File: src/rtl/soc_timer.sv
// Programmable 16-bit interval timer for the j68 SoC bus: prescaler, one-shot or
// auto-reload, a sticky ZERO flag with overrun, and an active-low level-3 interrupt.
module soc_timer #(
  parameter int unsigned PRESC_W = 8,
  parameter logic [15:0] CNT_RST = 16'hFFFF
) (
  input  logic        rst,
  input  logic        clk,
  input  logic        clk_ena,
  input  logic        cs,
  input  logic        rd_ena,
  input  logic        wr_ena,
  input  logic [1:0]  byte_ena,
  input  logic [1:0]  addr,
  input  logic [15:0] wr_data,
  output logic [15:0] rd_data,
  output logic        data_ack,
  output logic        irq_n
);

  localparam logic [1:0] A_CTRL   = 2'd0;
  localparam logic [1:0] A_STATUS = 2'd1;
  localparam logic [1:0] A_RELOAD = 2'd2;
  localparam logic [1:0] A_COUNT  = 2'd3;

  logic               r_en;
  logic               r_auto;
  logic               r_ie;
  logic [PRESC_W-1:0] r_presc;
  logic [PRESC_W-1:0] r_pcnt;
  logic               r_zero;
  logic               r_ovr;
  logic [15:0]        r_reload;
  logic [15:0]        r_count;
  logic [15:0]        r_rd_data;
  logic               r_rd_dly;
  logic               r_irq_n;

  logic               w_wr;
  logic               w_rd;
  logic               w_wr_ctrl;
  logic               w_wr_status;
  logic               w_wr_reload;
  logic               w_wr_count;
  logic               w_start;
  logic               w_tick;
  logic               w_expire;
  logic               w_clr_zero;
  logic               w_clr_ovr;
  logic [PRESC_W-1:0] w_presc_nxt;
  logic [15:0]        w_rd_mux;

  function automatic logic [15:0] f_merge(input logic [15:0] old_v,
                                          input logic [15:0] new_v,
                                          input logic [1:0]  be);
    return {be[1] ? new_v[15:8] : old_v[15:8], be[0] ? new_v[7:0] : old_v[7:0]};
  endfunction

  // Bus decode and timer event qualification
  always_comb begin
    w_wr        = cs & wr_ena & clk_ena;
    w_rd        = cs & rd_ena & clk_ena;
    w_wr_ctrl   = w_wr & (addr == A_CTRL);
    w_wr_status = w_wr & (addr == A_STATUS);
    w_wr_reload = w_wr & (addr == A_RELOAD);
    w_wr_count  = w_wr & (addr == A_COUNT);
    w_presc_nxt = byte_ena[1] ? wr_data[8 +: PRESC_W] : r_presc;
    w_start     = w_wr_ctrl & byte_ena[0] & wr_data[0] & ~r_en;
    w_tick      = r_en & (r_pcnt == '0);
    // A same-edge COUNT write discards the tick's decrement or expiry
    w_expire    = w_tick & (r_count == 16'd0) & ~w_wr_count;
    w_clr_zero  = w_wr_status & byte_ena[0] & wr_data[0];
    w_clr_ovr   = w_wr_status & byte_ena[0] & wr_data[1];
  end

  always_comb begin
    w_rd_mux = '0;
    case (addr)
      A_CTRL: begin
        w_rd_mux[2:0]           = {r_ie, r_auto, r_en};
        w_rd_mux[8 +: PRESC_W]  = r_presc;
      end
      A_STATUS: w_rd_mux[2:0]   = {r_en, r_ovr, r_zero};
      A_RELOAD: w_rd_mux        = r_reload;
      default:  w_rd_mux        = r_count;
    endcase
  end

  always_ff @(posedge clk or posedge rst) begin
    if (rst) begin
      r_en      <= 1'b0;
      r_auto    <= 1'b0;
      r_ie      <= 1'b0;
      r_presc   <= '0;
      r_pcnt    <= '0;
      r_zero    <= 1'b0;
      r_ovr     <= 1'b0;
      r_reload  <= CNT_RST;
      r_count   <= CNT_RST;
      r_rd_data <= '0;
      r_rd_dly  <= 1'b0;
      r_irq_n   <= 1'b1;
    end else if (clk_ena) begin
      r_rd_dly <= cs & rd_ena;
      if (w_rd) r_rd_data <= w_rd_mux;
      r_irq_n <= ~(r_zero & r_ie);

      if (w_wr_ctrl & byte_ena[0]) begin
        r_en   <= wr_data[0];
        r_auto <= wr_data[1];
        r_ie   <= wr_data[2];
      end else if (w_expire & ~r_auto) begin
        r_en <= 1'b0;
      end
      if (w_wr_ctrl & byte_ena[1]) r_presc <= w_presc_nxt;

      if (w_start) r_pcnt <= w_presc_nxt;
      else if (r_en) r_pcnt <= w_tick ? r_presc : r_pcnt - PRESC_W'(1);

      if (w_wr_count) r_count <= f_merge(r_count, wr_data, byte_ena);
      else if (w_tick) begin
        if (r_count != 16'd0) r_count <= r_count - 16'd1;
        else if (r_auto)      r_count <= r_reload;
        else                  r_count <= 16'd0;
      end

      if (w_wr_reload) r_reload <= f_merge(r_reload, wr_data, byte_ena);

      // Expiry wins over a same-edge software clear
      r_zero <= (r_zero & ~w_clr_zero) | w_expire;
      r_ovr  <= (r_ovr & ~w_clr_ovr) | (w_expire & r_zero);
    end
  end

  assign rd_data  = r_rd_data;
  assign data_ack = w_wr | r_rd_dly;
  assign irq_n    = r_irq_n;

endmodule
File: config.mk
export PLATFORM = sky130hd
export DESIGN_NAME = soc_timer
export DESIGN_NICKNAME = d
export VERILOG_FILES = /design/src/rtl/soc_timer.sv
export SDC_FILE = /design/constraint.sdc
export NUM_CORES = 1
export LEC_CHECK = 0
export BUFFER_PORTS_ARGS = -buffer_cell sky130_fd_sc_hd__buf_2
export CAP_MARGIN = 25
export CORE_MARGIN = 5
export CORE_UTILIZATION = 40
export DETAILED_ROUTE_END_ITERATION = 10
export GPL_ROUTABILITY_DRIVEN = 0
export PLACE_DENSITY_LB_ADDON = 0.25
export SYNTH_ARGS = -nofsm -noshare
export SYNTH_HDL_FRONTEND = slang
export SYNTH_SLANG_ARGS = --single-unit
export TNS_END_PERCENT = 1
File: constraint.sdc
create_clock -name clk -period 4.57 [get_ports clk]
set_input_delay 0.914 -clock clk [delete_from_list [all_inputs] [get_ports clk]]
set_output_delay 0.914 -clock clk [all_outputs]
set_load 0.01 [all_outputs]
==> results list, run 1 <==
* Run status: completed
* Total number of clock tree sinks: 71
- Non-Filler Instances: 597
- Between clock sinks in the finished design, the worst skew comes to 0.00953 ns.
- Synthesis warning total: 0
- Die Area: 12900 sq um
- Worst relative slew slack: 0.382
- Min cycle time layout: 2.95 ns
- For this design, the CTS-stage hold fixing added 0 buffers.
- Fraction of final layout cells with drive strength greater than 1: 0.321
* Terminating pin of the worst hold path: irq_n
- Number of cells on the worst reg-to-reg path: 7
- Counting buffers and inverters, the worst setup path is 6 cells deep.
* Post-synthesis instance area: 4290 sq um
- Series of cell instances along the critical path: buf_2 -> nand3_1 -> o211a_1 -> o21ai_1 -> nor2_1 -> o22a_1
- Net count, final: 486
* GRT Resource Usage Total: 0.187
- Of the available clock period, the critical path in the final layout requires 0.646.
* Y dimension of the die: 114 microns
* Type of element capturing the critical path: register
- Avg Vias per Cell: 5.93
* Synthesized-area fraction occupied by xor and xnor cells: 0.0225
- Via count: 3542
* HPWL after DPL: 8290 microns
- Setup repair after global routing missed its margin: no
* CP Class: primary input to register
* PortBufs: 43
- Drt initial violations: 330
- By area the synthesized netlist is led by dfrtp_1 22%, dfstp_2 20%, mux2_2 10%.
* WHS Path Cells: 1
- Relative to the synthesized area, the layout overhead comes to 12.7%.
- Top cell type's share of synthesized area: 0.222
- Of the total synthesized cell area, the portion taken by AND, OR, NAND and NOR gates is 0.171.
* Worst Tran Pin Value: 0.921 ns
- Buffers added to address setup during post-CTS repair amount to 0.
- Together, buffers and inverters on the worst path number 1.
- Placed Cells: 579
- For this configuration, the core starts out at a cell density of 0.412.
- Number of max-capacitance violations reported: 0
* Wire length per cell after detailed routing: 19.6 microns
* Number of flops mapped to enable cells by yosys: 0
- Largest delay contributor family on the critical path: compound AO/OA/AOI/OAI gates
- Counting the fill cells in the layout gives 1028.
* CTS tree: built
- The hold violation total from the final report was 0.
* Final setup fails: 0
- Number of search-and-repair iterations in the first detailed-routing pass: 4
- Reg2reg start: r_pcnt[0]
- Summed over all instances, the cell type with the most area after synthesis is dfrtp_1.
- Dominant combinational cell family by area after synthesis: compound AO/OA/AOI/OAI gates
- Die Wd: 114 microns
- Clk buf depth: 2
- Sequential share of the synthesized area: 0.424
- Remaining global-route overflow: 0
- The worst register-to-register path ends at r_count[7].
- Number of antenna violations at the first check in global routing: 0
- Slowest stage cell, crit path: o21ai_1
- For the worst setup path, the data arrival time is 3.24 ns.
- The number of global-route vias before repair is 3612.
- Maximum single-stage delay on the critical path: 0.80 ns
* Unique cell type count in the Yosys netlist: 61
- Clock buffers created by TritonCTS: 9
- The count of pins over their slew limit came to 0.
- The initialized floorplan defines 37 standard-cell rows.
* Clock latency of the later-clocked register in the worst-skew pair: 0.36 ns
* Count of boundary I/O pins: 44
- The area fraction in compound gates after synthesis came to 0.191.
- #FFs+latches synth: 71
* Mux cell area share after synthesis: 0.134
* Clock transition at the register clock pins on the worst setup and hold paths after CTS: 0.08 ns
- The design draws 2.82 mW.
* Adder and majority gate portion of the synthesized area: 0.0117
- The first global-routing pass estimated 19300 microns of wire.
* Net count of the mapped netlist: 455
* Post_cts resized: 0
* Kind of launch point of the worst setup path: primary input
- Worst supply voltage drop on vdd: 0.249 mV
- In the routed design, unresolved DRC markers number 0.
* Power per standard cell area: 582 nW/um^2
- The H-tree generated during clock tree synthesis spans 3 levels.
- In the synthesized netlist, the number of instances is 425.
- Of all flip-flops after synthesis, the portion carrying an async set or reset was 1.00.
- Entering global routing, the biggest net connects 47 pins.
* Path class of the lowest-slack min-delay path: register to register
- Maximum fanout count along the critical path: 24
* Final Routed Wirelength: 11700 microns
* Slack of the worst reg-to-reg path: 2.01 ns
- Achievable clock frequency: 339 MHz
* DRT antenna net count: 0
- The analysis attributes to cell leakage a power of 2.05 nW.
- The most used flip-flop cell after synthesis is dfrtp_1.
- Adding up every negative setup slack in the final design gives 0 ns.
- The repair_antennas step left the layout with diodes totalling 0.
* Area of the core: 10400 sq um
- The worst hold path begins at r_zero.
- At the worst endpoint, the required time is 4.86 ns.
* Mean cell area of the mapped netlist: 10.1 sq um
- CTS placed an instance of clkbuf_8 at the clock tree root.
==> power by group <==
group	leakage (nW)	switching [mW]	internal [mW]
Combinational	1.08	0.566	0.476
Sequential	0.837	0.234	0.858
Clock	0.130	0.263	0.419
Total	2.05	1.06	1.75
==> through the flow <==
stage	hold slack (ns)	worst slack [ns]	utilization	area, sq um
after floorplan	0.416	1.91	-	4290
after global placement	0.454	1.41	0.436	4540
after detailed placement	0.460	1.32	0.436	4540
after CTS	0.466	1.68	0.462	4810
after global routing	0.502	1.50	0.464	4840
final	0.464	1.62	0.464	4840
==> registers in the layout, summed over array words and instances (netlist names) <==
| name | count |
|---|---|
| irq_n | 1 |
| r_auto | 1 |
| r_count | 16 |
| r_en | 1 |
| r_ie | 1 |
| r_ovr | 1 |
| r_pcnt | 8 |
| r_presc | 8 |
| r_rd_dly | 1 |
| r_reload | 16 |
| r_zero | 1 |
| rd_data | 16 |
==> worst max-delay path by stage <==
stage / end / from
after floorplan: r_auto / rst
after global placement: r_count[7] / addr[0]
after detailed placement: r_count[7] / addr[0]
after CTS: r_count[7] / addr[0]
after global routing: r_count[7] / addr[0]
final: r_count[7] / addr[0]
==> cell type report <==
type	count	area [sq um]	share of cell area
Multi-Input combinational cell	315	2280	0.471
Sequential cell	71	1820	0.376
Timing Repair Buffer	47	258	0.0533
Tap cell	136	170	0.0352
Clock inverter	7	145	0.0300
Clock buffer	9	124	0.0256
Inverter	12	45.0	0.00931
==> layer usage <==
| metal | vias up | global-route usage | part of all wire |
|---|---|---|---|
| met5 | - | 0 | 0 |
| met4 | 0 | 0.0513 | 0.011 |
| met3 | 11 | 0.0302 | 0.037 |
| met2 | 78 | 0.320 | 0.49 |
| met1 | 1797 | 0.246 | 0.46 |
| li1 | 1656 | - | - |
==> cells in the final DEF (no fill, tap or decap), drive strengths merged, types with 4 or more instances in the layout <==
| master | n |
|---|---|
| or4 | 4 |
| ha | 4 |
| nor3 | 13 |
| nor2b | 5 |
| buf | 47 |
| and3 | 6 |
| nor4 | 4 |
| inv | 12 |
| a211oi | 5 |
| nand3 | 12 |
| a22oi | 10 |
| clkbuf | 9 |
| mux2i | 8 |
| dfrtp | 38 |
| and2 | 4 |
| o31ai | 10 |
| nand2 | 36 |
| a21o | 5 |
| a22o | 7 |
| nor2 | 28 |
| bufinv | 4 |
| o21ai | 30 |
| a311oi | 6 |
| a21oi | 15 |
| nand4 | 6 |
| a221oi | 4 |
| xnor2 | 8 |
| dfstp | 33 |
| mux2 | 38 |
| a31oi | 9 |
==> cells in the mapped netlist, drive strengths merged, types with 6 or more instances <==
cell type	n
nand3	12
buf	16
mux2	38
o21ai	30
and3	6
nand4	6
mux2i	8
nor2	28
a311oi	6
xnor2	8
a31oi	9
nand2	36
clkbuf	11
a22oi	10
a21oi	15
nor3	13
o31ai	10
dfrtp	38
a22o	7
inv	12
dfstp	33
==> cell families after synthesis <==
kind of cell | after synthesis
xor gates and xnor gates | 11
and+or+nand+nor | 132
DFF | 71
adders and majority gates | 4
muxes | 49
AOI/OAI and AO/OA | 119
buffers and inverters | 39
Note: power is estimated with default switching activity, not from simulation.
==> run 2, diff against run 1 <==
clock period = 2.64 ns   (was 4.57 ns; I/O delays follow)
==> run 2 against run 1 <==
Design area up 0.59%. Worst hold slack got worse by 0.24 ns. Non-clock buffer count grew 11.
==> results list, run 2 (synthesis results as in run 1) <==
- Number of antenna violations at the first check in global routing: 0
- Net Sw Frac: 0.383
- At the placement stage, the worst setup path has a slack of 0.349 ns.
* Post-cts hold buffer count: 0
- STA classifies the critical path startpoint as a register.
* Util after Layout: 0.467
* CP Class: register to register
- Clk buf depth: 2
- Maximum fanout count along the critical path: 14
- Across every metal layer, demand over resource in global routing totals 0.190.
- The share of total power dissipated in sequential elements is 0.399.
- The root buffer cell chosen for the clock tree is clkbuf_8.
- Pin count of the biggest net entering global routing: 31
- Die Wd: 114 microns
- The share of total power dissipated in combinational logic is 0.394.
- Via count: 3555
- The sequential cells in the finished layout cover a total of 1820 sq um.
* Highest-count cells in the layout ignoring fill and taps: 43 x buf_2, 38 x mux2_2, 38 x dfrtp_1, 36 x nand2_1, 33 x dfstp_2
* H-Tree Depth: 3
- Summing all placed instances gives a cell area of 4650 sq um.
* PortBufs: 43
- Worst supply voltage drop on vdd: 0.478 mV
* Placed Cells: 592
* Slack of the worst reg-to-reg path: 0.36 ns
* Run status: completed
* Clock transition at the register clock pins on the worst setup and hold paths after CTS: 0.08 ns
- Number of global-route vias before repair: 3586
- On the final layout, the worst clock skew is 0.0121 ns.
- Switching power summed over all nets: 1.81 mW
- Net count, final: 497
* Setup total negative slack: 0 ns
- Of the available clock period, the critical path in the final layout requires 0.863.
- For the worst setup path, the data required time is 2.93 ns.
* Final setup fails: 0
- CTS saw 71 sinks.
- Count of boundary I/O pins: 44
- The layout has 1010 filler cells.
* Final hold violation count: 0
- Die Area: 12900 sq um
- The endpoint identified for the worst register-to-register timing path is r_count[11].
- In this run the remaining antenna-violating nets after routing total 0.
* Area delta synth->final: 13.4%
- Achievable clock frequency: 439 MHz
- The initialized floorplan defines 37 standard-cell rows.
- In the final layout, the multi-input gates occupy 2280 sq um.
* Initial core utilization: 0.412
* Most frequent standard cell in the layout excluding fill and tap cells: buf_2
- TritonCTS built the clock tree.
* LEAKAGE: 2.09 nW
* Post-CTS Repair Setup Buffers: 0
- For the worst setup path, the data arrival time is 2.57 ns.
- First-pass GRT wire length: 19500 microns
- Number of cells on the worst reg-to-reg path: 7
- The path class of the tightest hold or removal check is primary input to asynchronous set/reset pin.
- HPWL after DPL: 8530 microns
* Clock buffers created by TritonCTS: 9
* Reg2reg start: r_pcnt[0]
* Power per standard cell area: 972 nW/um^2
- Headroom to the max-slew limit came out at 0.563.
- 0 antenna diodes ended up in the layout.
* Remaining global-route overflow: 0
- In the routed design, unresolved DRC markers number 0.
- The count of cells in the finished layout, fillers not included, comes to 608.
- Setup repair after global routing missed its margin: no
- Y dimension of the die: 114 microns
- Of the cells placed in the final design, the portion with a size suffix greater than 1 is 0.333.
- Min cycle time layout: 2.28 ns
* Number of search-and-repair iterations in the first detailed-routing pass: 5
- Count of final max-slew check failures: 0
- Type of element capturing the critical path: register
- Drt initial violations: 230
- In the final routed layout, each cell accounts on average for 19.3 microns.
- Final Routed Wirelength: 11700 microns
- Once routing completed, OpenROAD measured the worst setup slack at 0.363 ns.
- Dividing the detail-routed via count by the number of cells gives 5.85.
* Clock latency of the later-clocked register in the worst-skew pair: 0.36 ns
* Part of the power in the clock network: 0.208
- Non-Filler Cell Area, Final: 4870 sq um
- Post_cts resized: 0
- Cell internal power was estimated by the tool at 2.92 mW.
* Area of the core: 10400 sq um
- Number of max-capacitance violations reported: 0
- At the pin with the least slew margin, the transition time is 0.652 ns.
==> run 2: through the flow <==
step           total power, mW  hold WS [ns]
2_1_floorplan             3.25         0.416
3_3_place_gp              3.69         0.455
3_5_place_dp              3.74         0.467
4_1_cts                   4.74         0.236
5_1_grt                   5.06         0.265
6_report                  4.73         0.221
==> run 2: area by class of cell <==
cell class,instances,share of cell area
inverters,12,0.00926
repair buffers,58,0.0699
flip-flops and latches,71,0.374
multi-input cells,315,0.468
clock buffers,12,0.0298
clock inverters,4,0.0144
well taps,136,0.0350
==> run 2: routing by layer <==
metal	vias up	share of wire	track usage
met3	18	0.047	0.0414
met2	105	0.47	0.302
met1	1749	0.46	0.255
li1	1683	-	-
met4	0	0.023	0.0633
met5	-	0	0
==> run 2: how the worst max path moves through the flow <==
stage                         start          end  slack [ns]  depth (start not counted)
after floorplan                 rst       r_auto        0.37                          1
after CTS                 r_pcnt[0]  r_count[10]        0.36                          7
final                     r_pcnt[0]  r_count[11]        0.36                          7
after global placement      addr[1]  r_count[10]        0.35                          6
after global routing      r_pcnt[0]  r_count[10]        0.16                          7
after detailed placement    addr[1]  r_count[11]        0.35                          6
==> run 2: critical path, stage by stage (launching register included) <==
cell,delay [ns]
dfrtp_1,0.48
inv_1,0.14
ha_1,0.19
and4bb_1,0.27
o211a_1,0.48
o21ai_1,0.30
nor2b_1,0.21
a21oi_1,0.13
==> run 2: power by group through the flow <==
stage	combinational, mW	sequential [mW]	clock, mW
after floorplan	1.49	1.76	0
after global placement	1.81	1.88	0
after detailed placement	1.84	1.90	0
after CTS	1.86	1.88	1.00
after global routing	2.06	1.94	1.06
final	1.86	1.89	0.984
